File: config.mk
export PLATFORM = sky130hd
export DESIGN_NAME = strobe_to_handshake_tx
export DESIGN_NICKNAME = d
export VERILOG_FILES = /design/src/rtl/strobe_to_handshake_tx.sv
export SDC_FILE = /design/constraint.sdc
export NUM_CORES = 1
export LEC_CHECK = 0
export ABC_AREA = 1
export CAP_MARGIN = 10
export CELL_PAD_IN_SITES_DETAIL_PLACEMENT = 2
export CELL_PAD_IN_SITES_GLOBAL_PLACEMENT = 2
export CORE_MARGIN = 1
export CORE_UTILIZATION = 35
export DETAILED_ROUTE_END_ITERATION = 10
export GPL_ROUTABILITY_DRIVEN = 0
export PLACE_DENSITY = 0.77
export SLEW_MARGIN = 40
export SYNTH_ARGS = -nofsm -noshare
export SYNTH_HDL_FRONTEND = slang
export SYNTH_SLANG_ARGS = --single-unit
File: constraint.sdc
create_clock -name clk -period 2.36 [get_ports clk]
set_clock_uncertainty 0.2 [all_clocks]
set_input_delay 0.472 -clock clk [delete_from_list [all_inputs] [get_ports clk]]
set_output_delay 0.472 -clock clk [all_outputs]
set_load 0.03 [all_outputs]
File: src/rtl/strobe_to_handshake_tx.sv
// strobe_to_handshake_tx
//
// Buffers single-cycle byte strobes from internal logic in a small FIFO and
// presents each byte to a slower or foreign consumer as a held level request
// closed by a four-phase req/ack handshake.
//
// Ports:
//   clk          rising-edge clock
//   rst_n        asynchronous active-low reset (release expected synchronous)
//   strobe_in    single-cycle write strobe
//   data_in      byte sampled when strobe_in = 1
//   ack_in       consumer acknowledge, four-phase
//   trigger_out  level request, held until acknowledged
//   data_out     byte under request; 8'h00 while trigger_out = 0
//   full         FIFO holds DEPTH bytes
//   empty        FIFO holds no bytes
//   overflow     one-cycle pulse: strobe dropped because the FIFO was full
//   timeout      one-cycle pulse: request aborted without an ack
module strobe_to_handshake_tx #(
    parameter int unsigned DEPTH    = 4,
    parameter int unsigned ADDR_W   = 2,
    parameter int unsigned SYNC_ACK = 1,
    parameter int unsigned TIMEOUT  = 0
) (
    input  logic       clk,
    input  logic       rst_n,
    input  logic       strobe_in,
    input  logic [7:0] data_in,
    input  logic       ack_in,
    output logic       trigger_out,
    output logic [7:0] data_out,
    output logic       full,
    output logic       empty,
    output logic       overflow,
    output logic       timeout
);

    // The counter only has to reach TIMEOUT-1.
    localparam int unsigned CNT_W = (TIMEOUT > 1) ? $clog2(TIMEOUT) : 1;
    localparam logic [CNT_W-1:0] CNT_LAST = CNT_W'(TIMEOUT - 1);
    localparam logic [ADDR_W:0]  COUNT_FULL = (ADDR_W + 1)'(DEPTH);

    typedef enum logic [1:0] {
        StIdle,
        StReq,
        StWaitAckLow
    } state_e;

    state_e            state_q, state_d;
    logic [7:0]        mem_q [DEPTH];
    logic [ADDR_W-1:0] wr_ptr_q, rd_ptr_q;
    logic [ADDR_W:0]   count_q, count_d;
    logic              full_q, empty_q;
    logic              overflow_q;
    logic              timeout_q, timeout_d;
    logic              trig_q, trig_d;
    logic [7:0]        data_q, data_d;
    logic [CNT_W-1:0]  cnt_q, cnt_d;
    logic              push, pop;
    logic              ack_s;

    // ------------------------------------------------------------------
    // Acknowledge path
    // ------------------------------------------------------------------
    if (SYNC_ACK != 0) begin : g_sync
        logic ack_meta_q, ack_sync_q;

        always_ff @(posedge clk or negedge rst_n) begin
            if (!rst_n) begin
                ack_meta_q <= 1'b0;
                ack_sync_q <= 1'b0;
            end else begin
                ack_meta_q <= ack_in;
                ack_sync_q <= ack_meta_q;
            end
        end

        assign ack_s = ack_sync_q;
    end else begin : g_nosync
        assign ack_s = ack_in;
    end

    // ------------------------------------------------------------------
    // FIFO
    // ------------------------------------------------------------------
    // Uses the registered full, so a same-edge pop never frees room.
    assign push = strobe_in & ~full_q;

    always_comb begin
        count_d = count_q;
        unique case ({push, pop})
            2'b10:   count_d = count_q + 1'b1;
            2'b01:   count_d = count_q - 1'b1;
            default: count_d = count_q;
        endcase
    end

    always_ff @(posedge clk) begin
        if (push) begin
            mem_q[wr_ptr_q] <= data_in;
        end
    end

    always_ff @(posedge clk or negedge rst_n) begin
        if (!rst_n) begin
            wr_ptr_q   <= '0;
            rd_ptr_q   <= '0;
            count_q    <= '0;
            full_q     <= 1'b0;
            empty_q    <= 1'b1;
            overflow_q <= 1'b0;
        end else begin
            if (push) begin
                wr_ptr_q <= wr_ptr_q + 1'b1;
            end
            if (pop) begin
                rd_ptr_q <= rd_ptr_q + 1'b1;
            end
            count_q    <= count_d;
            full_q     <= (count_d == COUNT_FULL);
            empty_q    <= (count_d == '0);
            overflow_q <= strobe_in & full_q;
        end
    end

    // ------------------------------------------------------------------
    // Handshake FSM
    // ------------------------------------------------------------------
    always_comb begin
        state_d   = state_q;
        pop       = 1'b0;
        trig_d    = trig_q;
        data_d    = data_q;
        cnt_d     = cnt_q;
        timeout_d = 1'b0;

        unique case (state_q)
            StIdle: begin
                // A high ack here is left over from the last transfer.
                if (!empty_q && !ack_s) begin
                    pop     = 1'b1;
                    data_d  = mem_q[rd_ptr_q];
                    trig_d  = 1'b1;
                    cnt_d   = '0;
                    state_d = StReq;
                end
            end
            StReq: begin
                if (ack_s) begin
                    trig_d  = 1'b0;
                    data_d  = 8'h00;
                    state_d = StWaitAckLow;
                end else if ((TIMEOUT > 0) && (cnt_q == CNT_LAST)) begin
                    // Aborted byte is discarded, not retried.
                    trig_d    = 1'b0;
                    data_d    = 8'h00;
                    timeout_d = 1'b1;
                    state_d   = StWaitAckLow;
                end else if (TIMEOUT > 0) begin
                    cnt_d = cnt_q + CNT_W'(1);
                end
            end
            StWaitAckLow: begin
                if (!ack_s) begin
                    state_d = StIdle;
                end
            end
            default: state_d = StIdle;
        endcase
    end

    always_ff @(posedge clk or negedge rst_n) begin
        if (!rst_n) begin
            state_q   <= StIdle;
            trig_q    <= 1'b0;
            data_q    <= 8'h00;
            cnt_q     <= '0;
            timeout_q <= 1'b0;
        end else begin
            state_q   <= state_d;
            trig_q    <= trig_d;
            data_q    <= data_d;
            cnt_q     <= cnt_d;
            timeout_q <= timeout_d;
        end
    end

    assign trigger_out = trig_q;
    assign data_out    = data_q;
    assign full        = full_q;
    assign empty       = empty_q;
    assign overflow    = overflow_q;
    assign timeout     = timeout_q;

endmodule

==> results of run 1 <==
==> worst max-delay path, cell delays in order (launching register included) <==
cell,delay [ps]
dfstp_2,550
inv_1,50
nand3_2,120
clkinv_4,130
ha_1,240
fa_1,450
o21ai_2,150
nand2_1,110
a21oi_1,140
==> per-layer routing <==
metal  up-vias  wire length, um
met4         0               79
met5         -                0
li1        706                -
met1       780             2080
met2        22             2850
met3         6              120
==> flip-flops by register name, summed over array words and instances, names as in the netlist <==
signal,count
ack_s,1
wr_ptr_q,2
overflow,1
trigger_out,1
data_out,8
count_q,3
mem_q,32
full,1
g_sync.ack_meta_q,1
state_q,2
empty,1
rd_ptr_q,2
==> per-stage QoR <==
stage	hold WS (ps)	power [mW]	utilization [%]	cells
detailed placement	137	2.80	41.2	299
finish	159	3.40	43.1	307
floorplan	-23.6	2.35	-	196
global placement	136	2.70	41.2	299
global route	171	3.66	43.1	307
CTS	161	3.45	43.0	307
==> area by class of cell <==
class,instances,area [um2]
Clock buffer,5,68.8
Clock inverter,3,42.5
Fill cell,685,3590
Inverter,21,98.8
Multi-Input combinational cell,114,577
Sequential cell,55,1540
Tap cell,77,96.3
Timing Repair Buffer,32,298
==> cell families after synthesis <==
kind of cell | Yosys count | synth area share (%)
simple gates | 100 | 19.4
flops | 55 | 67.6
buf+inv | 27 | 7.26
fa+ha+maj | 6 | 3.63
compound gates | 4 | 0.880
xor+xnor | 3 | 1.15
other cells | 1 | 0.165
==> placed cells by master, fill, tap and decap left out, types with 2 or more instances in the layout <==
cell and n:
nand2_1 50, nand3_1 35, edfxtp_1 32, clkdlybuf4s50_1 23
dfrtp_1 22, inv_1 17, buf_4 9, nor2_1 8
nand2_2 5, ha_1 5, clkbuf_8 5, xor2_1 3
a21oi_1 2, inv_8 2
==> power by group <==
group	total [mW]	internal [mW]	switching [mW]
clock	0.625	0.317	0.308
sequential	1.48	1.29	0.188
combinational	1.29	0.470	0.824
==> how the worst max path moves through the flow <==
stage | endpoint | from | slack, ps
detailed placement | full | strobe_in | -130
finish | full | empty | 160
CTS | full | empty | 40
global placement | full | strobe_in | -20
global route | full | empty | 20
floorplan | full | empty | 190
==> results.cfg, run 1 <==
[finish]
areaGrowthSynthToFinish_pct = 19.5
layout-drive-gt1-share_pct = 12.2
antenna_cells = 0
fin_nets = 247
final_area_mm2 = 0.00272

[min_path]
min_path_type = reg2reg
min_path_cells = 0
hold_path_end = ack_s
hold_path.startpoint = g_sync.ack_meta_q

[global_routing]
grt_overflow = 0
gr-usage-met2_pct = 31.1
grt_busiest_layer = met2
met3_usage_pct = 3.85
track_usage_pct = 17.2
use_met1_pct = 19.7
grt_pass1_wl_mm = 8.17
grt_pass1_vias = 1619
grt_max_degree = 24
grt_antenna_before_repair = 0

[worst_setup_path]
r2r_slack_ps = 160
required_ps = 2400
worst_setup_path_start_kind = register
criticalPathCategory = reg2reg
crit_path_end_kind = register
rr_startpoint = empty
cp_max_fo = 10
rr_endpoint = full
worstRegToRegCells = 8
cp.arrival_ps = 2240

[clock_tree]
clk_latency_ps = 310
cts_buffers = 5
cts_setup_buffers = 0
cts_tree = yes
clockBufferDepth = 2
cts-root-buf = clkbuf_8
cts.repair.resized = 0
ctsHtreeMaxLevel = 2
cts.sinks = 55
cts.clk_slew.worst_paths_ps = 100
hold_buffers = 0

[routing]
avgViaCountPerCell = 4.93
dr.pass1.iters = 4
ant_nets = 0
drc = 0
drtIter0Drc = 48
vias = 1514
wirelength_mm = 5.13
wl_per_cell_um = 16.7

[timing]
hold_viol_final = 0
setup_ws_ps = 163
finalCritPeriodShare_pct = 93.1
setup_tns_ps = 0
period_minus_slack_ps = 2200
fmax_mhz = 455
finalSetupViolations = 0
worst_slew_pin_slew_ps = 559
grt_setup_unrepaired = no
maxSlewViolCount = 0
slew_headroom_pct = 62.8

[place]
post-place-ws_ps = -135
port_buffers = 23
dpl_cell_area_mm2 = 0.00260
hpwl_mm = 3.48

[floorplanning]
io_pins = 25
dieArea_mm2 = 0.00683
placementRows = 29
dieWidth_um = 82.6
start_util_pct = 36.0
core-area_mm2 = 0.00631
fp.dieH_um = 82.6

[yosys]
ys_seq_elements = 55
syn_inst = 196
syn_area_mm2 = 0.00228
synth_warnings = 0
synth_most_common_cell = nand2_1
synth-edff-count = 32
synth.area.top_cells = edfxtp_1, dfrtp_1, nand2_1
syn-num-nets = 214
yosys.area.top_type = edfxtp_1
yosys.cell_types.count = 23
synth_ff_type = edfxtp_1
avgSynthCellArea_um2 = 11.6
synth_common_cells = nand2_1, nand3_1, edfxtp_1, dfrtp_1, inv_1
ys_seq_area_share_pct = 67.6
synthArstFlopShare_pct = 41.8
synth_top_area_share_pct = 42.2

[power]
irDropWorstVdd_v = 0.000587
powerDensity_mw_per_mm2 = 1250
p_leak_nw = 1.16

[status]
outcome = completed

[run]
maxCapViolCount = 0
(Power assumes the default switching activity.)
==> run 2: changes to the inputs <==
- CTS_BUF_LIST: not set -> sky130_fd_sc_hd__clkbuf_8
- clock period: 2.36 -> 2.2 ns (I/O delays scaled with it)
==> results.cfg, run 2 (same netlist as run 1, synthesis figures left out) <==
[routing]
wirelength_mm = 5.04
ant_nets = 0
dr.pass1.iters = 4
wl_per_cell_um = 16.4
vias = 1475
drtIter0Drc = 39
avgViaCountPerCell = 4.79
drc = 0

[worst_setup_path]
crit_path_end_kind = primary output
cp_max_fo = 2
worst_setup_path_start_kind = register
required_ps = 1560
cpLargestDelayFamily = buffers and inverters
path_cells = clkdlybuf4s50_1
criticalPathCategory = reg2out
cp.arrival_ps = 1520
cp_num_buf_inv = 1
cp_slowest_cell = clkdlybuf4s50_1
cp_slowest_stage_delay_ps = 660

[finish]
mostFrequentLayoutCells = nand2_1, nand3_1, edfxtp_1
areaGrowthSynthToFinish_pct = 18.4
fin_nets = 248
largest_reg_flops = 32
antenna_cells = 0
layout_commonest_cell = nand2_1
regMostFlops = mem_q
layout-drive-gt1-share_pct = 12.1
fin_cells = 308

[power]
swShare_pct = 39.8
clkPwrFrac_pct = 15.5
pwr-share-comb_pct = 39.1
power_mw = 3.50
seq_power_share_pct = 45.4
powerDensity_mw_per_mm2 = 1300
p_leak_nw = 1.16
irDropWorstVdd_v = 0.000540
p_int_mw = 2.11
p_switching_mw = 1.39

[global_routing]
grt_max_degree = 24
grt_overflow = 0
track_usage_pct = 17.1
grt_pass1_wl_mm = 8.07
grt_antenna_before_repair = 0
grt_pass1_vias = 1600

[place]
hpwl_mm = 3.55
port_buffers = 23
post-place-ws_ps = -199
dp.cells = 300

[clock_tree]
clockBufferDepth = 2
hold_buffers = 0
cts.repair.resized = 0
cts_tree = yes
cts-root-buf = clkbuf_8
ctsHtreeMaxLevel = 2
cts_buffers = 5
cts.clk_slew.worst_paths_ps = 100
cts.sinks = 55
clk_latency_ps = 310
cts_setup_buffers = 0

[timing]
worst_slew_pin_slew_ps = 536
hold_viol_final = 0
finalCritPeriodShare_pct = 98.0
slew_headroom_pct = 64.3
maxSlewViolCount = 0
finalSetupViolations = 0
setup_ws_ps = 43.3
fmax_mhz = 464
grt_setup_unrepaired = no
period_minus_slack_ps = 2160

[floorplanning]
placementRows = 29
core-area_mm2 = 0.00631
fp.dieH_um = 82.6
io_pins = 25
dieArea_mm2 = 0.00683
dieWidth_um = 82.6
start_util_pct = 36.0

[status]
outcome = completed

[run]
maxCapViolCount = 0

[min_path]
min_path_type = reg2reg
==> run 2: changes by cell type in the layout (fill, tap and decap cells not counted) <==
cell and delta:
inv_1 +1, inv_6 -1, inv_4 +1, buf_4 +1
o21ai_2 -1, o21ai_1 +1, clkinv_2 +1, clkinv_1 -1
bufinv_16 -1
==> run 2: power groups by stage <==
stage                     Sequential (mW)  Clock, mW  Combinational, mW
after global routing                 1.63      0.602               1.54
after CTS                            1.60      0.564               1.41
after floorplan                      1.67          0              0.852
final                                1.59      0.543               1.37
after global placement               1.60          0               1.31
after detailed placement             1.62          0               1.39
==> run 2: metrics by stage <==
step,hold WS (ps),instance area (um2),util [%],setup TNS [ps]
after detailed placement,140,2610,41.4,-579
after global routing,179,2700,42.7,0
after global placement,136,2610,41.4,-301
after floorplan,-55.6,2280,-,0
final,160,2700,42.7,0
after CTS,163,2700,42.7,0
==> run 2: path summary, 6_finish.rpt <==
check / end / from / slack (ps) / depth (start not counted)
worst min-delay path: ack_s / g_sync.ack_meta_q / 160 / 0
max in group asynchronous: empty / rst_n / 1240 / 2
worst max register to register: empty / empty / 150 / 10
worst max-delay path: empty / empty / 40 / 1
worst min register to register: ack_s / g_sync.ack_meta_q / 160 / 0
min in group asynchronous: state_q[1] / rst_n / 270 / 2
==> run 2: layout make-up <==
| cell class | instances | area (um2) |
|---|---|---|
| clock buffers | 5 | 68.8 |
| fillers | 691 | 3620 |
| clock inverters | 3 | 15.0 |
| repair buffers | 33 | 305 |
| flip-flops and latches | 55 | 1540 |
| multi-input cells | 114 | 573 |
| inverters | 21 | 98.8 |
| well taps | 77 | 96.3 |
==> run 2: routing by layer <==
metal | share of wire, % | wire length [um] | vias to the layer above | track usage, %
met1 | 42 | 2110 | 740 | 20.2
li1 | - | - | 709 | -
met2 | 54 | 2740 | 19 | 30.2
met3 | 1.8 | 89 | 7 | 3.08
met5 | 0 | 0 | - | 0
met4 | 1.9 | 98 | 0 | 7.41
